--- src/rtl/servo_pkg.sv ---
// Shared constants, state encoding and waypoint record
// for the servo waypoint sequencer.
package servo_pkg;

  localparam int MIN_PW    = 70;
  localparam int MAX_PW    = 230;
  localparam int MAX_ANGLE = 180;
  localparam int MAX_SPEED = 10;

  typedef enum logic [2:0] {
    S_IDLE  = 3'd0,
    S_FETCH = 3'd1,
    S_MOVE  = 3'd2,
    S_DWELL = 3'd3,
    S_DONE  = 3'd4
  } state_t;

  typedef struct packed {
    logic [7:0] angle;
    logic [3:0] speed;
    logic [7:0] dwell;
  } wp_t;

  function automatic logic [7:0] clamp_angle(
    input logic [7:0] a
  );
    return (a > 8'(MAX_ANGLE)) ? 8'(MAX_ANGLE) : a;
  endfunction

  function automatic logic [3:0] clamp_speed(
    input logic [3:0] s
  );
    if (s == 4'd0) return 4'd1;
    if (s > 4'(MAX_SPEED)) return 4'(MAX_SPEED);
    return s;
  endfunction

endpackage

--- src/rtl/servo_wp_table.sv ---
// Waypoint register file: one write port,
// one asynchronous read port, cleared on reset.
module servo_wp_table
  import servo_pkg::*;
#(
  parameter int N_WP = 8
) (
  input  logic       rotation_clk,
  input  logic       rst,
  input  logic       wr_en,
  input  logic [2:0] wr_addr,
  input  wp_t        wr_data,
  input  logic [2:0] rd_addr,
  output wp_t        rd_data
);

  wp_t mem [N_WP];

  // Table storage: clear on reset, else write strobe
  always_ff @(posedge rotation_clk) begin
    if (rst) begin
      for (int i = 0; i < N_WP; i++) begin
        mem[i] <= '0;
      end
    end else if (wr_en) begin
      mem[wr_addr] <= wr_data;
    end
  end

  assign rd_data = mem[rd_addr];

endmodule

--- src/rtl/servo_waypoint_sequencer.sv ---
// Steps a servo through a table of waypoints,
// mirroring the controller pulsewidth in model_pw.
module servo_waypoint_sequencer #(
  parameter int N_WP   = 8,
  parameter int MIN_PW = servo_pkg::MIN_PW
) (
  input  logic       rotation_clk,
  input  logic       rst,
  input  logic       wr_en,
  input  logic [2:0] wr_addr,
  input  logic [7:0] wr_angle,
  input  logic [3:0] wr_speed,
  input  logic [7:0] wr_dwell,
  input  logic [2:0] last_idx,
  input  logic       start,
  input  logic       stop,
  input  logic       loop_en,
  output logic [7:0] angle,
  output logic [3:0] speed,
  output logic       en,
  output logic       busy,
  output logic       done,
  output logic [2:0] cur_idx
);

  import servo_pkg::*;

  state_t      state;
  state_t      nxt;
  wp_t         entry;
  wp_t         wr_data;
  logic [2:0]  last_q;
  logic [11:0] model_pw;
  logic [11:0] target_pw;
  logic [11:0] diff;
  logic [11:0] spd12;
  logic [11:0] ang12;
  logic [7:0]  dwell_q;
  logic [7:0]  dwell_cnt;
  logic [7:0]  ang_c;
  logic        arrive;
  logic        halt;
  logic        go;

  assign wr_data = {wr_angle, wr_speed, wr_dwell};

  servo_wp_table #(
    .N_WP(N_WP)
  ) u_table (
    .rotation_clk(rotation_clk),
    .rst         (rst),
    .wr_en       (wr_en),
    .wr_addr     (wr_addr),
    .wr_data     (wr_data),
    .rd_addr     (cur_idx),
    .rd_data     (entry)
  );

  assign halt  = stop && (state != S_IDLE);
  assign go    = start && !stop;
  assign spd12 = {8'd0, speed};
  assign ang_c = clamp_angle(entry.angle);
  assign ang12 = {4'd0, ang_c};

  // Compare before subtracting so the distance never wraps
  assign diff = (target_pw >= model_pw)
              ? target_pw - model_pw
              : model_pw - target_pw;
  assign arrive = (diff <= spd12);

  // State register
  always_ff @(posedge rotation_clk) begin
    if (rst) state <= S_IDLE;
    else     state <= nxt;
  end

  // Next-state logic; stop wins over everything but reset
  always_comb begin
    nxt = state;
    if (halt) begin
      nxt = S_IDLE;
    end else begin
      unique case (state)
        S_IDLE:  if (go) nxt = S_FETCH;
        S_FETCH: nxt = S_MOVE;
        S_MOVE:  if (arrive) nxt = S_DWELL;
        S_DWELL: begin
          if (dwell_cnt == 8'd0) begin
            if (cur_idx < last_q) nxt = S_FETCH;
            else if (loop_en)     nxt = S_FETCH;
            else                  nxt = S_DONE;
          end
        end
        S_DONE:  nxt = S_IDLE;
        default: nxt = S_IDLE;
      endcase
    end
  end

  // Status outputs decoded from the current state
  always_comb begin
    busy = (state != S_IDLE);
    done = (state == S_DONE);
  end

  // Datapath: servo outputs, position model, dwell timer
  always_ff @(posedge rotation_clk) begin
    if (rst) begin
      angle     <= '0;
      speed     <= '0;
      en        <= 1'b0;
      cur_idx   <= '0;
      last_q    <= '0;
      model_pw  <= 12'(MIN_PW);
      target_pw <= 12'(MIN_PW);
      dwell_q   <= '0;
      dwell_cnt <= '0;
    end else if (halt) begin
      speed <= '0;
    end else begin
      unique case (state)
        S_IDLE: begin
          if (go) begin
            last_q  <= last_idx;
            cur_idx <= '0;
          end
        end
        S_FETCH: begin
          angle     <= ang_c;
          speed     <= clamp_speed(entry.speed);
          en        <= 1'b1;
          target_pw <= (ang12 * 12'd8) / 12'd9
                     + 12'(MIN_PW);
          dwell_q   <= entry.dwell;
        end
        S_MOVE: begin
          if (arrive) begin
            model_pw  <= target_pw;
            dwell_cnt <= dwell_q;
          end else if (target_pw > model_pw) begin
            model_pw <= model_pw + spd12;
          end else begin
            model_pw <= model_pw - spd12;
          end
        end
        S_DWELL: begin
          if (dwell_cnt != 8'd0) begin
            dwell_cnt <= dwell_cnt - 8'd1;
          end else if (cur_idx < last_q) begin
            cur_idx <= cur_idx + 3'd1;
          end else if (loop_en) begin
            cur_idx <= '0;
          end
        end
        default: ;
      endcase
    end
  end

endmodule

--- config.mk ---
export PLATFORM = sky130hd
export DESIGN_NAME = servo_waypoint_sequencer
export DESIGN_NICKNAME = d
export VERILOG_FILES = /design/src/rtl/servo_pkg.sv /design/src/rtl/servo_wp_table.sv /design/src/rtl/servo_waypoint_sequencer.sv
export SDC_FILE = /design/constraint.sdc
export NUM_CORES = 1
export LEC_CHECK = 0
export ABC_CLOCK_PERIOD_IN_PS = 10500
export CORE_ASPECT_RATIO = 1.4
export CORE_MARGIN = 2
export CORE_UTILIZATION = 59
export DETAILED_ROUTE_END_ITERATION = 12
export PLACE_DENSITY = 0.86
export SETUP_SLACK_MARGIN = 0.05
export SYNTH_ARGS = -nofsm -noshare
export SYNTH_HDL_FRONTEND = slang
export SYNTH_HIERARCHICAL = 1
export SYNTH_SLANG_ARGS = --single-unit
--- constraint.sdc ---
create_clock -name rotation_clk -period 10.5 [get_ports rotation_clk]
set_clock_uncertainty 0.15 [all_clocks]
set_input_delay 2.1 -clock rotation_clk [delete_from_list [all_inputs] [get_ports rotation_clk]]
set_output_delay 2.1 -clock rotation_clk [all_outputs]
set_load 0.02 [all_outputs]
Word level (Yosys, flattened, before mapping)
Memory sizes are Yosys's and may differ from the RTL's. A register that Yosys moved wholly into a read port is not among the register bits.
Cells that the tools add are included.
Widths: inputs -> output; s select.
{"block": "totals", "reg_bits": 62, "ram_bits": 160, "input_bits": 32, "out_inout_bits": 18, "elab_cells": 95, "n_memories": 1}
{"block": "classes", "n_addsub": 7, "n_div": 1, "n_lt_le_gt_ge": 6, "n_eq_ne": 10, "n_mux": 41, "n_bitwise": 1, "n_reduce_logical": 18}
{"name": "u_table.mem", "depth": 8, "width": 20, "read_ports": 1, "rd_ports_with_merged_regs": 1, "wr": 8, "line": "servo_wp_table.sv:17", "source": "wp_t mem [N_WP];"}
{"operator": "$mux 12", "n": 3}
{"operator": "$mux 3", "n": 12}
{"operator": "$mux 8", "n": 3}
{"operator": "$sub 12x12->12", "n": 2}
{"operator": "$mux 20", "n": 1}
{"operator": "$reduce_or 20->1", "n": 1}
{"operator": "$mux 4", "n": 4}
{"operator": "$pmux 8 s2", "n": 1}
{"operator": "$mux 1", "n": 15}
{"operator": "$add 12x4->12", "n": 1}
{"operator": "$add 12x7->12 const B", "n": 1}
{"operator": "$div 11x4->12 const B", "n": 1}
{"operator": "$ge 12x12->1", "n": 1}
{"operator": "$gt 12x12->1", "n": 1}
{"operator": "$le 12x4->1", "n": 1}
{"operator": "$pmux 3 s4", "n": 1}
{"operator": "$sub 12x4->12", "n": 1}
{"operator": "$ne 2x2->1 const B", "n": 5}
{"operator": "$gt 8x8->1 const B", "n": 1}
{"operator": "$logic_not 8->1", "n": 1}
{"operator": "$reduce_bool 8->1", "n": 1}
{"operator": "$sub 8x1->8 const B", "n": 1}
{"operator": "$eq 3x2->1 const B", "n": 2}
{"operator": "$pmux 3 s2", "n": 1}
{"operator": "18 further kinds", "n": 22}

Longest topological paths before layout
Gate-level depths: netlist of run 1.
{"block": "depth", "word_depth": 11, "ltp_mapped": 31, "depth_no_buf": 27}

Hierarchy
Netlist of run 1, hierarchy kept.
{"mod": "servo_wp_table", "instances": 1, "cells_each": 462, "area_each_um2": 7280.7, "seq_area_each_um2": 4804.6}
{"mod": "servo_waypoint_sequencer", "instances": 1, "cells_each": 745, "area_each_um2": 5541.6, "seq_area_each_um2": 1181.1}

Worst setup path before layout of run 1
Ideal clock, no wire load.
{"block": "synth_timing", "path_type": "flip-flop to flip-flop", "startpoint": "register cur_idx[0] (netlist name)", "endpoint": "register target_pw[0]", "setup_time_ns": 0.119, "t_arrival_ns": 5.991, "required_time_ns": 10.231, "setup_slack_ns": 4.240, "path_stages_with_launch": 31, "n_path_buf": 3, "period_less_slack_ns": 6.260, "path_cell_list": "dfxtp_1 -> buf_6 -> buf_6 -> mux4_1 -> mux2_2 -> buf_2 -> or3b_1 -> a211oi_1 -> a21oi_1 -> a21o_1 -> a31o_2 -> ha_1 -> o21ai_1 -> a211oi_4 -> a211oi_4 -> mux2i_2 -> o21ai_1 -> inv_1 -> ha_1 -> inv_1 -> or3_1 -> o21ai_0 -> nor2b_1 -> or4_4 -> inv_1 -> ha_1 -> nand2_1 -> o211ai_1 -> nor4_1 -> a21oi_1 -> o221a_1"}
{"element": "to (signal assigned)", "line": "servo_waypoint_sequencer.sv:115", "source": "target_pw <= 12'(MIN_PW);"}
{"element": "to (signal assigned)", "line": "servo_waypoint_sequencer.sv:132", "source": "target_pw <= (ang12 * 12'd8) / 12'd9"}
{"element": "to (decl)", "line": "servo_waypoint_sequencer.sv:34", "source": "logic [11:0] target_pw;"}

==> results of run 1 <==
## metrics by stage
stage | util [%] | total power, mW | instance area [sq um] | hold slack [ps]
floorplan | - | 1.57 | 12800 | 287
global placement | 62.9 | 1.69 | 13400 | 296
detailed placement | 62.9 | 1.72 | 13400 | 297
CTS | 66.5 | 2.56 | 14200 | 309
global route | 66.5 | 2.69 | 14200 | 342
finish | 66.5 | 2.56 | 14200 | 304
## kinds of logic after synthesis
family | share of synthesized area, %
simple gates | 17.2
compound gates | 12.4
mux | 11.8
flops | 46.7
xor+xnor | 1.57
fa+ha+maj | 4.76
buf+inv | 5.61
## worst min path at each step
stage,to,start,cells after the start
2_1_floorplan,dwell_q[0]$_SDFFE_PP0P_,dwell_q[0]$_SDFFE_PP0P_,2
3_3_place_gp,dwell_q[1]$_SDFFE_PP0P_,dwell_q[1]$_SDFFE_PP0P_,2
3_5_place_dp,angle[0]$_SDFFE_PP0P_,angle[0]$_SDFFE_PP0P_,2
4_1_cts,angle[0]$_SDFFE_PP0P_,angle[0]$_SDFFE_PP0P_,2
5_1_grt,dwell_q[4]$_SDFFE_PP0P_,dwell_q[4]$_SDFFE_PP0P_,2
6_report,angle[0]$_SDFFE_PP0P_,angle[0]$_SDFFE_PP0P_,2
## placed cells by master (no fill, tap or decap), types with 7 or more instances in the layout
master           synthesis  layout
nand2_1                 70      70
nand3_1                 17      17
ha_1                    44      44
mux2_2                  23      23
mux4_1                  40      40
o22ai_1                  7       7
clkinv_1                20      22
nand2b_1                18      18
a211oi_1                14      14
o21bai_2                 0       8
o21a_1                   9       9
nor2b_1                 14      13
nor4_1                   7       7
xnor2_1                 19      19
mux2i_1                 17      17
clkbuf_16                0      23
dfxtp_1                 59      58
clkdlybuf4s50_1          0      48
edfxtp_1               160     160
a21oi_1                 62      62
a21o_1                  18      18
o21ai_0                 31      31
a21boi_0                 7       7
or2_2                    7       7
nor3_1                 175     175
nor2_1                  78      78
buf_4                    5      20
inv_1                   54      54
and2_1                   8       8
o31ai_1                  8       8
nor3b_1                  9       9
## power by group through the flow
| stage | combinational (mW) | clock, mW | sequential [mW] |
|---|---|---|---|
| floorplan | 0.550 | 0 | 1.02 |
| global placement | 0.674 | 0 | 1.02 |
| CTS | 0.698 | 0.860 | 1.01 |
| detailed placement | 0.693 | 0 | 1.02 |
| finish | 0.704 | 0.851 | 1.01 |
| global route | 0.783 | 0.892 | 1.01 |
## state kept, by name, summed over array words and instances (netlist names)
name,cells
angle,8
speed,4
model_pw,12
state,3
cur_idx,3
target_pw,9
en,1
last_q,3
u_table/mem,160
dwell_cnt,8
dwell_q,8
## cell type report
type                    count  area [sq um]  area share, %
repair buffers             69           636           4.49
clock inverters            11           185           1.31
multi-input cells         820          6150           43.4
flip-flops and latches    219          5990           42.3
inverters                  75           282           1.99
well taps                 260           325           2.30
clock buffers              29           598           4.22
## metal layers
layer / GRT usage [%] / wire [um]
met2: 47.9 / 15500
met1: 31.6 / 11200
met4: 10.5 / 1020
met5: 0 / 0
met3: 3.60 / 2010
## critical path, delay by kind of cell (launching register included)
| kind | cells | cell delay [ps] |
|---|---|---|
| compound gates | 11 | 1980 |
| fa+ha+maj | 3 | 740 |
| buf+inv | 4 | 670 |
| flops | 1 | 840 |
| mux | 3 | 1260 |
| simple gates | 7 | 1630 |
==> metrics.txt, run 1 <==
peak supply drop=0.138 mV; H-tree levels=1; Post-CTS Resized=0; clock-pin slew on the worst setup and hold paths=60 ps; clk_lat worst skew=500 ps; Post-synth ARST share=0%; Ports=50; status=finished clean; crit path to=target_pw[0]$_SDFFE_PP0P_; placed cell count=1,443; Synth top cells by count=175 x nor3_1, 160 x edfxtp_1, 78 x nor2_1; Slowest Stage Delay on Critical Path=840 ps; Max Fanout on Critical Path=29; Max-slew headroom=28.7%; crit path kind=flop to flop; post-synthesis area per instance=10.6 sq um; first-pass iteration count of the detailed router=7; grt ovf=0; Final setup viols=0; routed len/inst=20.1 um; synth warn=6; Critical path origin=cur_idx[0]$_SDFFE_PP0P_; top cell type's share of synthesized area=37.5%; Final ANT Viol Nets=0; Synth area leaders=edfxtp_1 37%, dfxtp_1 9.2%, mux4_1 8.2%, nor3_1 6.8%, ha_1 4.3%; Die Ht=178 um; Post-CTS Setup Bufs=0; r2r startpoint=cur_idx[0]$_SDFFE_PP0P_; flops & latches, synth=219; worst min path class=flop to flop; clock sink count=219; f_max=134 MHz; fill cell total of the finished layout=1,535; n_diodes=0; register area share after synthesis=46.7%; dpl ws=3110 ps; core area=21,300 sq um; DR vias=9,653; switch share=29.8%; drt total wl=29.8 mm; Overall Global Routing Usage=26.4%; worst reg-to-reg setup slack=3060 ps; fin. max-slew vios=0; die area=22,900 sq um; CTS tree=built; post-DP HPWL=18.9 mm; post-synth top area cell=edfxtp_1; antenna violations before repair=0; Worst Reg-to-Reg Cells=28; Placer Congestion=0.890; Setup crit start kind=flop; most frequent cell after synthesis=nor3_1; synthesized area=12,800 sq um; Worst Setup End Kind=flop; final hold viol count=0; RR Endpoint=target_pw[0]$_SDFFE_PP0P_; DRC=0; vias in the first global route=9,775; largest net degree at the start of global routing=85; Comb power frac=27.5%; CP max stage cell=dfxtp_2; CTS Hold Bufs=0; Final period util=70.9%; synthesis-to-finish area growth=10.5%; global-route wire length before repair=48.3 mm; Synth Flop Type=edfxtp_1; RSZ-0062 raised after global routing=false; Starting Density=60.2%; root buffer cell=clkbuf_16; Flop pwr share=39.3%; PnR worst setup slack=3060 ps; WP data arrival=7670 ps; Slew @ Worst Pin=1070 ps; final net count=1,286; Switch Pwr=0.763 mW; max-cap violations=0; Post-synth EDFFs=160; total CTS buffers=22; post-synthesis cell type count=86; syn_nets=1,286; Chip Width=129 um; clock power share=33.2%; Mapped Cells=1,207; min Tclk post-route=7440 ps; vias per cell=6.51; TNS Setup=0 ps; Max Buffers Root-to-Sink=3; pwr dens=181 nW/um^2; cell internal pwr=1.80 mW; initial DRC count=787; Core Rows=63; Finished Layout Cells=1,483; I/O Buffers=49; Pleak=4.84 nW; Req. time, crit path=10,730 ps; ratio of cells with drive above 1 in the final layout=9.16%
Note: power is estimated with default switching activity, not from simulation.
==> run 2: changes to the inputs <==
--- a/config.mk
+++ b/config.mk
@@ -5,7 +5,7 @@
 export SDC_FILE = /design/constraint.sdc
 export NUM_CORES = 1
 export LEC_CHECK = 0
-export ABC_CLOCK_PERIOD_IN_PS = 10500
+export ABC_CLOCK_PERIOD_IN_PS = 7650
 export CORE_ASPECT_RATIO = 1.4
 export CORE_MARGIN = 2
 export CORE_UTILIZATION = 59
==> constraint.sdc (replaced) <==
create_clock -name rotation_clk -period 7.65 [get_ports rotation_clk]
set_clock_uncertainty 0.15 [all_clocks]
set_input_delay 1.53 -clock rotation_clk [delete_from_list [all_inputs] [get_ports rotation_clk]]
set_output_delay 1.53 -clock rotation_clk [all_outputs]
set_load 0.02 [all_outputs]
==> metrics.txt, run 2 (synthesis gave the netlist of run 1 again) <==
status=finished clean (unchanged); TNS Setup=0 ps (unchanged); final hold viol count=0 (unchanged); Worst Setup End Kind=flop (unchanged); clk_lat worst skew=510 ps (was 500 ps); Core Rows=63 (unchanged); max-cap violations=0 (unchanged); worst reg-to-reg setup slack=850 ps (was 3060 ps); switch share=30.1% (was 29.8%); cell internal pwr=2.45 mW (was 1.80 mW); Die Ht=178 um (unchanged); worst min path class=flop to flop (unchanged); Final ANT Viol Nets=0 (unchanged); global-route wire length before repair=48.9 mm (was 48.3 mm); routed len/inst=20.6 um (was 20.1 um); RSZ-0062 raised after global routing=false (unchanged); WHS Endpoint=dwell_q[1]$_SDFFE_PP0P_ (was angle[0]$_SDFFE_PP0P_); Overall Global Routing Usage=27.3% (was 26.4%); Comb power frac=27.7% (was 27.5%); DRC=0 (unchanged); r2r startpoint=cur_idx[0]$_SDFFE_PP0P_ (unchanged); vias per cell=6.54 (was 6.51); drt total wl=30.7 mm (was 29.8 mm); clock power share=32.8% (was 33.2%); Post-CTS Resized=0 (unchanged); max reg flops=160 (unchanged); clock sink count=219 (unchanged); Req. time, crit path=7900 ps (was 10,730 ps); CP max stage cell=mux4_1 (was dfxtp_2); core area=21,300 sq um (unchanged); ratio of cells with drive above 1 in the final layout=9.78% (was 9.16%); Starting Density=60.2% (unchanged); Largest regs=u_table/mem x160, model_pw x12, target_pw x9 (unchanged); root buffer cell=clkbuf_16 (unchanged); Max Fanout on Critical Path=29 (unchanged); Setup crit start kind=flop (unchanged); Ports=50 (unchanged); final net count=1,290 (was 1,286); pwr dens=247 nW/um^2 (was 181 nW/um^2); largest net degree at the start of global routing=85 (unchanged); CTS Hold Bufs=0 (unchanged); Max-slew headroom=25.0% (was 28.7%); commonest non-fill, non-tap cell in the layout=nor3_1 (unchanged); DR vias=9,731 (was 9,653); min Tclk post-route=6800 ps (was 7440 ps); Placer Congestion=0.911 (was 0.890); fin. max-slew vios=0 (unchanged); Pleak=4.85 nW (was 4.84 nW); RR Endpoint=target_pw[0]$_SDFFE_PP0P_ (unchanged); Slowest Stage Delay on Critical Path=610 ps (was 840 ps); hold path depth=2 (unchanged); Worst Reg-to-Reg Cells=27 (was 28); die area=22,900 sq um (unchanged); n_diodes=0 (unchanged); Most flops, register=u_table/mem (unchanged); peak supply drop=0.228 mV (was 0.138 mV); Chip Width=129 um (unchanged); antenna violations before repair=0 (unchanged); Final period util=88.9% (was 70.9%); final hold slack=310 ps (was 304 ps); crit path kind=flop to flop (unchanged); WP data arrival=7050 ps (was 7670 ps); post-DP HPWL=19.9 mm (was 18.9 mm); dpl ws=879 ps (was 3110 ps); initial DRC count=955 (was 787); synthesis-to-finish area growth=10.6% (was 10.5%); Slew @ Worst Pin=1120 ps (was 1070 ps); Flop pwr share=39.5% (was 39.3%); Post-CTS Setup Bufs=0 (unchanged); vias in the first global route=9,465 (was 9,775); I/O Buffers=49 (unchanged); f_max=147 MHz (was 134 MHz); Hold Crit Start=dwell_q[1]$_SDFFE_PP0P_ (was angle[0]$_SDFFE_PP0P_); H-tree levels=1 (unchanged); clock-pin slew on the worst setup and hold paths=60 ps (about the same); Switch Pwr=1.05 mW (was 0.763 mW); first-pass iteration count of the detailed router=6 (was 7); Max Buffers Root-to-Sink=3 (unchanged); Final setup viols=0 (unchanged); Finished Layout Cells=1,487 (was 1,483); placed cell count=1,447 (was 1,443); final core occ=66.7% (was 66.5%); most frequent cells in the layout=175 x nor3_1, 160 x edfxtp_1, 78 x nor2_1 (unchanged); total CTS buffers=22 (unchanged); PnR worst setup slack=853 ps (was 3060 ps); grt ovf=0 (unchanged); CTS tree=built (unchanged)
==> run 2: metal layers <==
metal  routed length (um)  GRT usage [%]
met1                11600           32.6
met2                15900           48.6
met3                 2030           3.66
met4                 1190           12.7
met5                    0              0
==> run 2: per-stage QoR <==
stage / power (mW) / instance area (sq um)
3_5_place_dp: 2.36 / 13400
4_1_cts: 3.50 / 14200
3_3_place_gp: 2.33 / 13400
2_1_floorplan: 2.15 / 12800
6_report: 3.50 / 14200
5_1_grt: 3.66 / 14200
==> run 2: how the worst max path moves through the flow <==
| stage | startpoint | end |
|---|---|---|
| 2_1_floorplan | cur_idx[0]$_SDFFE_PP0P_ | target_pw[0]$_SDFFE_PP0P_ |
| 3_3_place_gp | cur_idx[0]$_SDFFE_PP0P_ | target_pw[0]$_SDFFE_PP0P_ |
| 3_5_place_dp | cur_idx[0]$_SDFFE_PP0P_ | target_pw[0]$_SDFFE_PP0P_ |
| 4_1_cts | cur_idx[0]$_SDFFE_PP0P_ | target_pw[0]$_SDFFE_PP0P_ |
| 5_1_grt | cur_idx[0]$_SDFFE_PP0P_ | target_pw[0]$_SDFFE_PP0P_ |
| 6_report | cur_idx[0]$_SDFFE_PP0P_ | target_pw[0]$_SDFFE_PP0P_ |
==> run 2: area by class of cell <==
cell class	count	area [sq um]
Sequential cell	219	5990
Clock inverter	12	173
Timing Repair Buffer	73	666
Inverter	75	282
Tap cell	260	325
Clock buffer	28	604
Multi-Input combinational cell	820	6150
Fill cell	1549	7100
==> run 2: power groups by stage <==
stage	logic, mW	clock network (mW)	registers [mW]
2_1_floorplan	0.755	0	1.39
3_3_place_gp	0.929	0	1.40
3_5_place_dp	0.952	0	1.41
4_1_cts	0.959	1.16	1.38
5_1_grt	1.07	1.21	1.39
6_report	0.968	1.15	1.38
==> run 2: worst max-delay path: cells and delay by family, from the launching register on <==
kind | cells | cell delay [ps]
AO/OA/AOI/OAI | 11 | 1660
AND/OR/NAND/NOR | 7 | 1910
adder cells (fa/ha/maj) | 3 | 700
flip-flops | 1 | 550
multiplexers | 3 | 1420
buffers and inverters | 3 | 270
